[config.mk]
export PLATFORM = sky130hd
export DESIGN_NAME = fp_result_packer
export DESIGN_NICKNAME = d
export VERILOG_FILES = /design/src/rtl/fp_result_packer.sv
export SDC_FILE = /design/constraint.sdc
export NUM_CORES = 1
export LEC_CHECK = 0
export ABC_AREA = 1
export ABC_CLOCK_PERIOD_IN_PS = 5900
export CAP_MARGIN = 10
export CORE_MARGIN = 4
export CORE_UTILIZATION = 31
export DETAILED_ROUTE_END_ITERATION = 10
export PLACE_DENSITY_LB_ADDON = 0.2
export SYNTH_ARGS = -nofsm -noshare
export SYNTH_HDL_FRONTEND = slang
export SYNTH_SLANG_ARGS = --single-unit
[constraint.sdc]
create_clock -name clk -period 5.9 [get_ports clk]
set_input_delay 1.18 -clock clk [delete_from_list [all_inputs] [get_ports clk]]
set_output_delay 1.18 -clock clk [all_outputs]
set_load 0.02 [all_outputs]
[src/rtl/fp_result_packer.sv]
`default_nettype none
// ============================================================================
// Module      : fp_result_packer
// Description : Round-to-nearest-even, special/overflow/underflow resolution
//               and IEEE-754 packing, with a 2-entry valid/ready result buffer.
//               Optional macro FP_PACK_FLAGS_EN enables ovf/unf/inx flags.
// Revision    : 1.0 - initial release
// ============================================================================
module fp_result_packer #(
   parameter int EXP_W = 8,
   parameter int MAN_W = 23
) (
   input  logic                     clk,
   input  logic                     arst,
   input  logic                     en,
   input  logic                     in_valid,
   output logic                     in_ready,
   input  logic                     sR,
   input  logic [EXP_W+1:0]         exp_in,
   input  logic [MAN_W+3:0]         man_in,
   input  logic                     zero_in,
   input  logic                     inf_in,
   input  logic                     nan_in,
   output logic                     out_valid,
   input  logic                     out_ready,
   output logic [EXP_W+MAN_W:0]     result,
   output logic                     ovf_o,
   output logic                     unf_o,
   output logic                     inx_o
);

   localparam int c_RES_W = EXP_W + MAN_W + 1;
   localparam int c_EW    = EXP_W + 3;
   localparam logic signed [c_EW-1:0] c_EXP_MAX = c_EW'((1 << EXP_W) - 1);

   logic                     w_pop, w_push, w_s2_adv, w_s1_en, w_s2_en;
   logic                     w_inc, w_carry;
   logic [MAN_W+1:0]         w_sum;
   logic [MAN_W-1:0]         w_frac;
   logic signed [c_EW-1:0]   w_exp_rnd;
   logic                     w_exp_hi, w_exp_lo;
   logic [c_RES_W-1:0]       w_res;

   logic                     r_s1_valid, r_s1_sign, r_s1_zero, r_s1_inf, r_s1_nan;
   logic signed [c_EW-1:0]   r_s1_exp;
   logic [MAN_W-1:0]         r_s1_frac;
   logic                     r_s2_valid;
   logic [c_RES_W-1:0]       r_s2_res;
   logic [c_RES_W-1:0]       r_mem_res [2];
   logic [1:0]               r_count;
   logic                     r_wr, r_rd;

   // Handshake: the buffer pops regardless of en; stages only move when en is high.
   assign w_pop    = (r_count != 2'd0) & out_ready;
   assign w_s2_adv = (r_count != 2'd2) | w_pop;
   assign w_s2_en  = en & (~r_s2_valid | w_s2_adv);
   assign w_s1_en  = en & (~r_s1_valid | ~r_s2_valid | w_s2_adv);
   assign w_push   = w_s2_en & r_s2_valid;
   assign in_ready = w_s1_en & ~arst;

   // Round to nearest even on {hidden, fraction}; a carry out renormalises by one.
   assign w_inc     = man_in[2] & (man_in[1] | man_in[0] | man_in[3]);
   assign w_sum     = {1'b0, man_in[MAN_W+3:3]} + {{(MAN_W+1){1'b0}}, w_inc};
   assign w_carry   = w_sum[MAN_W+1];
   assign w_frac    = w_carry ? w_sum[MAN_W:1] : w_sum[MAN_W-1:0];
   assign w_exp_rnd = $signed({exp_in[EXP_W+1], exp_in}) + $signed({{(c_EW-1){1'b0}}, w_carry});

   always_ff @(posedge clk or posedge arst) begin
      if (arst) begin
         r_s1_valid <= 1'b0;
         r_s1_sign  <= 1'b0;
         r_s1_exp   <= '0;
         r_s1_frac  <= '0;
         r_s1_zero  <= 1'b0;
         r_s1_inf   <= 1'b0;
         r_s1_nan   <= 1'b0;
      end else if (w_s1_en) begin
         r_s1_valid <= in_valid;
         r_s1_sign  <= sR;
         r_s1_exp   <= w_exp_rnd;
         r_s1_frac  <= w_frac;
         r_s1_zero  <= zero_in;
         r_s1_inf   <= inf_in;
         r_s1_nan   <= nan_in;
      end
   end

   assign w_exp_hi = (r_s1_exp >= c_EXP_MAX);
   assign w_exp_lo = (r_s1_exp <= $signed({c_EW{1'b0}}));

   always_comb begin
      w_res = {r_s1_sign, r_s1_exp[EXP_W-1:0], r_s1_frac};
      if (r_s1_nan)
         w_res = {r_s1_sign, {EXP_W{1'b1}}, 1'b1, {(MAN_W-1){1'b0}}};
      else if (r_s1_inf)
         w_res = {r_s1_sign, {EXP_W{1'b1}}, {MAN_W{1'b0}}};
      else if (r_s1_zero)
         w_res = {r_s1_sign, {(EXP_W+MAN_W){1'b0}}};
      else if (w_exp_hi)
         w_res = {r_s1_sign, {EXP_W{1'b1}}, {MAN_W{1'b0}}};
      else if (w_exp_lo)
         w_res = {r_s1_sign, {(EXP_W+MAN_W){1'b0}}};
   end

   always_ff @(posedge clk or posedge arst) begin
      if (arst) begin
         r_s2_valid <= 1'b0;
         r_s2_res   <= '0;
      end else if (w_s2_en) begin
         r_s2_valid <= r_s1_valid;
         r_s2_res   <= w_res;
      end
   end

   // Two-slot ring; a push into a full buffer lands in the slot being popped.
   always_ff @(posedge clk or posedge arst) begin
      if (arst) begin
         r_mem_res[0] <= '0;
         r_mem_res[1] <= '0;
         r_count      <= 2'd0;
         r_wr         <= 1'b0;
         r_rd         <= 1'b0;
      end else begin
         if (w_push) begin
            r_mem_res[r_wr] <= r_s2_res;
            r_wr            <= ~r_wr;
         end
         if (w_pop)
            r_rd <= ~r_rd;
         case ({w_push, w_pop})
            2'b10:   r_count <= r_count + 2'd1;
            2'b01:   r_count <= r_count - 2'd1;
            default: r_count <= r_count;
         endcase
      end
   end

   assign out_valid = (r_count != 2'd0);
   assign result    = out_valid ? r_mem_res[r_rd] : '0;

`ifdef FP_PACK_FLAGS_EN
   logic       w_special, w_ovf, w_unf, w_inx;
   logic       r_s1_inx;
   logic [2:0] r_s2_flg;
   logic [2:0] r_mem_flg [2];

   assign w_special = r_s1_nan | r_s1_inf | r_s1_zero;
   assign w_ovf     = ~w_special & w_exp_hi;
   assign w_unf     = ~w_special & ~w_exp_hi & w_exp_lo;
   assign w_inx     = ~w_special & (w_ovf | w_unf | r_s1_inx);

   always_ff @(posedge clk or posedge arst) begin
      if (arst) begin
         r_s1_inx     <= 1'b0;
         r_s2_flg     <= 3'b000;
         r_mem_flg[0] <= 3'b000;
         r_mem_flg[1] <= 3'b000;
      end else begin
         if (w_s1_en)
            r_s1_inx <= |man_in[2:0];
         if (w_s2_en)
            r_s2_flg <= {w_ovf, w_unf, w_inx};
         if (w_push)
            r_mem_flg[r_wr] <= r_s2_flg;
      end
   end

   assign {ovf_o, unf_o, inx_o} = out_valid ? r_mem_flg[r_rd] : 3'b000;
`else
   assign ovf_o = 1'b0;
   assign unf_o = 1'b0;
   assign inx_o = 1'b0;
`endif

endmodule
`default_nettype wire

# After elaboration in Yosys (flattened, before gate mapping)

Cells that the tools add are included.

Input bits: 46
Output and inout bits: 37
Register bits after elaboration: 140

Mux-type cells: 14
Bitwise logic cells: 19
Eq/ne operators: 3
$add $sub $neg: 4
Reductions and logical operators: 3
$lt $le $gt $ge: 5

Operator list:

| operator                                             | count |
|---|---|
| 2-to-1 mux 32 bit                                    | 5 |
| 2-to-1 mux 31 bit                                    | 5 |
| bitwise mux 64 bit                                   | 1 |
| demux 32 bit (select 1 bit)                          | 1 |
| adder 24 x 1 -> 25 bit                               | 1 |
| 2-to-1 mux 23 bit                                    | 1 |
| adder 10 x 2 -> 11 bit                               | 1 |
| >= comparator 11 x 9 -> 1 bit, second input constant | 1 |
| <= comparator 11 x 1 -> 1 bit, second input constant | 1 |
| bitwise AND 1 bit                                    | 6 |
| OR 1 bit                                             | 6 |
| NOT 1 bit                                            | 5 |
| >= comparator 2 bit, second input constant           | 2 |
| NOT 1 -> 2 bit                                       | 2 |
| case mux 2 bit (2 select lines)                      | 1 |
| nonzero test 2 bit                                   | 2 |
| adder 2 x 1 -> 2 bit, second input constant          | 1 |
| equality test 2 x 1 -> 1 bit, second input constant  | 1 |
| equality test 2 bit, second input constant           | 1 |
| < comparator 2 x 1 -> 1 bit, second input constant   | 1 |
| != test 2 bit, second input constant                 | 1 |
| subtractor 2 x 1 -> 2 bit, second input constant     | 1 |
| logical AND 1 bit                                    | 1 |

# Longest topological paths before layout

Word-level depth: 8
Gate-level depth with buffers: 16
Depth with buffers taken out: 16

# Worst setup path after synthesis

OpenSTA, ideal clock, no wires.

Path kind: input to register
From: input port man_in[3]
To: register r_s1_exp[10]
Stages on the path: 16
Arrival time: 3.432 ns
Setup slack: 2.338 ns
Cells stage by stage: nand2_1 > inv_1 > ha_1 > nand3_1 > nor2_1 > nand3_1 > nand3b_1 > nor3_1 > ha_1 > ha_1 > nand3_1 > nor2_1 > nand3_1 > or2_2 > nand3_1 > o21ai_0

Word-level cells in the longest chain between the ends: 4

RTL lines:

| item                       | line | text |
|---|---|---|
| start, declared            | 20   | `input logic [MAN_W+3:0] man_in,` |
| OR 1 bit                   | 62   | `assign w_inc = man_in[2] & (man_in[1] \| man_in[0] \| man_in[3]);` |
| bitwise AND 1 bit          | 62   |  |
| adder 24 x 1 -> 25 bit (*) | 63   | `assign w_sum = {1'b0, man_in[MAN_W+3:3]} + {{(MAN_W+1){1'b0}}, w_inc};` |
| adder 10 x 2 -> 11 bit (*) | 66   | `assign w_exp_rnd = $signed({exp_in[EXP_W+1], exp_in}) + $signed({{(c_EW-1){1'b0}}, w_carry});` |
| end signal, assigned       | 80   | `r_s1_exp <= w_exp_rnd;` |
| end, declared              | 45   | `logic signed [c_EW-1:0] r_s1_exp;` |

Every way passes the cells marked *; elsewhere a longest branch is shown, timed or not.
A chain may end at the register's enable or synchronous reset.

# Worst setup path in the final report

From: input port out_ready
To: output port in_ready

Word-level cells in the longest chain between the ends: 5

RTL lines:

| item              | line | text |
|---|---|---|
| start, declared   | 25   | `input logic out_ready,` |
| bitwise AND 1 bit | 54   | `assign w_pop = (r_count != 2'd0) & out_ready;` |
| OR 1 bit          | 55   | `assign w_s2_adv = (r_count != 2'd2) \| w_pop;` |
| OR 1 bit          | 57   | `assign w_s1_en = en & (~r_s1_valid \| ~r_s2_valid \| w_s2_adv);` |
| bitwise AND 1 bit | 57   |  |
| bitwise AND 1 bit | 59   | `assign in_ready = w_s1_en & ~arst;` |
| end, declared     | 17   | `output logic in_ready,` |

No other way between the ends.

==> key figures <==
Run status
  • Outcome: completed

Detailed routing
  • Via count: 5613
  • WL final: 16400 um
  • Post-DRT Antenna Nets: 0
  • Pre-antenna DRT Iters: 5
  • Avg Vias per Cell: 4.59
  • Wire length per cell: 13.4 um
  • Initial detailed-routing violation count: 360
  • Post-route DRC: 0

Synthesis
  • Synth Area in Adders: 0.00731
  • Post-Syn Area per Cell: 7.90 um^2
  • Synthesis-stage register bit count: 140
  • Synth Warn #: 0
  • Synth Area in Simple Gates: 0.252
  • Area contributors post-synth: dfrtp_1 (51%), nand2_1 (16%), o21ai_0 (9.1%)
  • Share of the synthesized area in the top cell type: 0.512
  • Netlist Area Pre-Place: 6850 um^2
  • Synth cell types: 30
  • Cells after synthesis: 867
  • Xor/xnor share of the synthesized area: 0.0269
  • Largest family of logic cells by synthesized area: simple AND/OR/NAND/NOR gates
  • Area leader, netlist: dfrtp_1
  • Post-synthesis compound-gate area fraction: 0.133
  • Multiplexer share of the synthesized area: 0
  • Post-synthesis sequential area ratio: 0.512

Clock tree
  • CTS Buffer Depth: 2
  • TritonCTS clock tree: yes
  • TritonCTS Buffers: 17
  • Hold buffers post-CTS: 0
  • CTS sink cnt: 140
  • H-tree Lvls: 4
  • Skew-Pair Late Insertion Delay: 0.42 ns
  • Setup Fix Bufs, Post-CTS: 0
  • Root buf cell: clkbuf_16
  • Clk slew on worst S/H paths: 0.06 ns
  • CTS resizes: 0

Critical path
  • CP max-delay cell: a21oi_4
  • Critical path type: in -> out
  • RR Startpoint: r_s2_valid
  • Crit path from: out_ready
  • Setup crit start kind: input pin
  • Most frequent CP cell: clkdlybuf4s50_1
  • Max incr delay on CP: 0.84 ns
  • CP Buf/Inv Count: 3
  • Worst path cell trace: clkdlybuf4s50_1, nor3_2, a21oi_4, inv_2, nor2_1, clkdlybuf4s50_1
  • Required time worst endpoint: 4.72 ns
  • Crit. End Element: output pin
  • CP delay by family, top: buffers and inverters
  • CP max FO: 47
  • Crit path DAT: 3.43 ns

Global routing
  • Overflow after GRT: 0
  • GRT Total Usage: 0.139
  • Vias in the first global route: 5299
  • Largest net degree at the start of global routing: 78
  • Initial antenna violation count: 0
  • Global-route wire length before repair: 27700 um

Pwr
  • Pwr Density: 419 nW/um^2
  • Leakage: 3.96 nW
  • Worst vdd ir: 0.177 mV

Timing
  • Final TNS setup: 0 ns
  • Worst setup margin: 1.29 ns
  • Final setup violation count: 0
  • Final hold violations: 0
  • Final critical-path required period: 4.61 ns
  • Clock skew: 0.00752 ns
  • Period utilisation layout: 0.781
  • Measured slew at the worst slew-check pin: 1.08 ns
  • Slew Limit Fails: 0
  • Hold WS: 0.482 ns
  • FMAX: 217 MHz
  • Max-Slew Margin vs Limit: 0.279
  • RSZ-0062 raised after global routing: false

Layout
  • ANT cells: 0
  • Most frequent cells in the layout: nand2_1 (285), dfrtp_1 (140), o21ai_0 (124)
  • Multi-input logic area: 2890 um^2
  • Area Overhead vs Synth: 23.2%
  • Design area: 8440 um^2
  • Nets: 982
  • Share of cells above drive strength 1: 0.0593
  • Fill cells: 2288
  • Most common cell after layout, fill and taps aside: nand2_1
  • Storage cell area: 3500 um^2

Placed design
  • Placed Area: 7840 um^2
  • Setup WS pre-CTS: 1.21 ns
  • Post-DP HPWL: 11400 um
  • Routability Congestion: 0.822
  • Port Buffers: 79

Worst hold path
  • Hold WC Path Type: reg -> reg
  • Min-delay src: r_s1_exp[8]

Floorplan
  • Die ar.: 24500 um^2
  • Initial Util: 0.315
  • Core box area: 21800 um^2
  • Cell Rows: 54
  • DIE WIDTH: 157 um
  • I/O pins: 83
  • Die Y: 157 um

Run
  • Max-cap violations: 0
[per-layer routing]
metal / wire length, um / GRT usage / share of wire
met2: 6730 / 0.191 / 0.41
met1: 8690 / 0.215 / 0.53
met3: 786 / 0.0329 / 0.048
met4: 213 / 0.0405 / 0.013
met5: 0 / 0 / 0
[state kept, by name, indices dropped and copies added (netlist names), 2 cells and up]
name / count
r_s2_res: 32
r_mem_res: 64
r_s1_frac: 23
r_count: 2
r_s1_exp: 11
[logic make-up after synthesis]
| family | Yosys count |
|---|---|
| XOR/XNOR | 21 |
| AO/OA/AOI/OAI | 177 |
| other | 1 |
| adder cells (fa/ha/maj) | 4 |
| flip-flops | 140 |
| AND/OR/NAND/NOR | 415 |
| buffers and inverters | 109 |
[through the flow]
step           total power, mW  instances  utilization
2_1_floorplan             1.97        869            -
3_3_place_gp              2.49       1193        0.360
3_5_place_dp              2.50       1193        0.360
4_1_cts                   3.57       1224        0.388
5_1_grt                   3.76       1224        0.388
6_report                  3.53       1224        0.388
[layout make-up]
| cell class | instances | area share |
|---|---|---|
| clock inverter | 7 | 0.0101 |
| multi-input combinational | 620 | 0.343 |
| timing repair buffer | 84 | 0.0982 |
| clock buffer | 24 | 0.0607 |
| inverter | 69 | 0.0313 |
| sequential | 140 | 0.415 |
| tap | 280 | 0.0415 |
[worst paths after layout]
kind                                  to  slack [ns]  cells past startpoint
max in group asynchronous  r_mem_res[63]        3.59                      3
max reg2reg                r_mem_res[47]        3.22                      8
min reg2reg                  r_s1_exp[8]        0.48                      2
min                          r_s1_exp[8]        0.48                      2
min in group asynchronous   r_s1_frac[9]        1.27                      2
max                             in_ready        1.29                      6
[worst min-delay path: stages (launching register included)]
cell and delay, ns:
dfrtp_1 0.34, nand2_1 0.06, nand2_1 0.05
[cell usage after synthesis]
cell type and number:
a21oi_1 46, a31oi_1 1, buf_2 13, buf_4 6, buf_6 3, clkbuf_1 18, clkinv_1 3, conb_1 1
dfrtp_1 140, ha_1 4, inv_1 65, inv_2 1, nand2_1 285, nand2_2 1, nand2_4 1, nand3_1 52
nand3_2 1, nand3b_1 6, nand4_1 5, nor2_1 50, nor2_2 3, nor2_4 4, nor3_1 4, nor3_2 1
o21ai_0 124, o21ai_2 5, o21bai_1 1, or2_2 2, xnor2_1 11, xor2_1 10
[power by group]
| part | internal [mW] | total (mW) | switching, mW |
|---|---|---|---|
| clock network | 0.684 | 1.07 | 0.385 |
| logic | 0.472 | 1.21 | 0.741 |
| registers | 1.14 | 1.25 | 0.111 |
| total | 2.29 | 3.53 | 1.24 |
No activity file was read; power rests on OpenSTA's default activity.
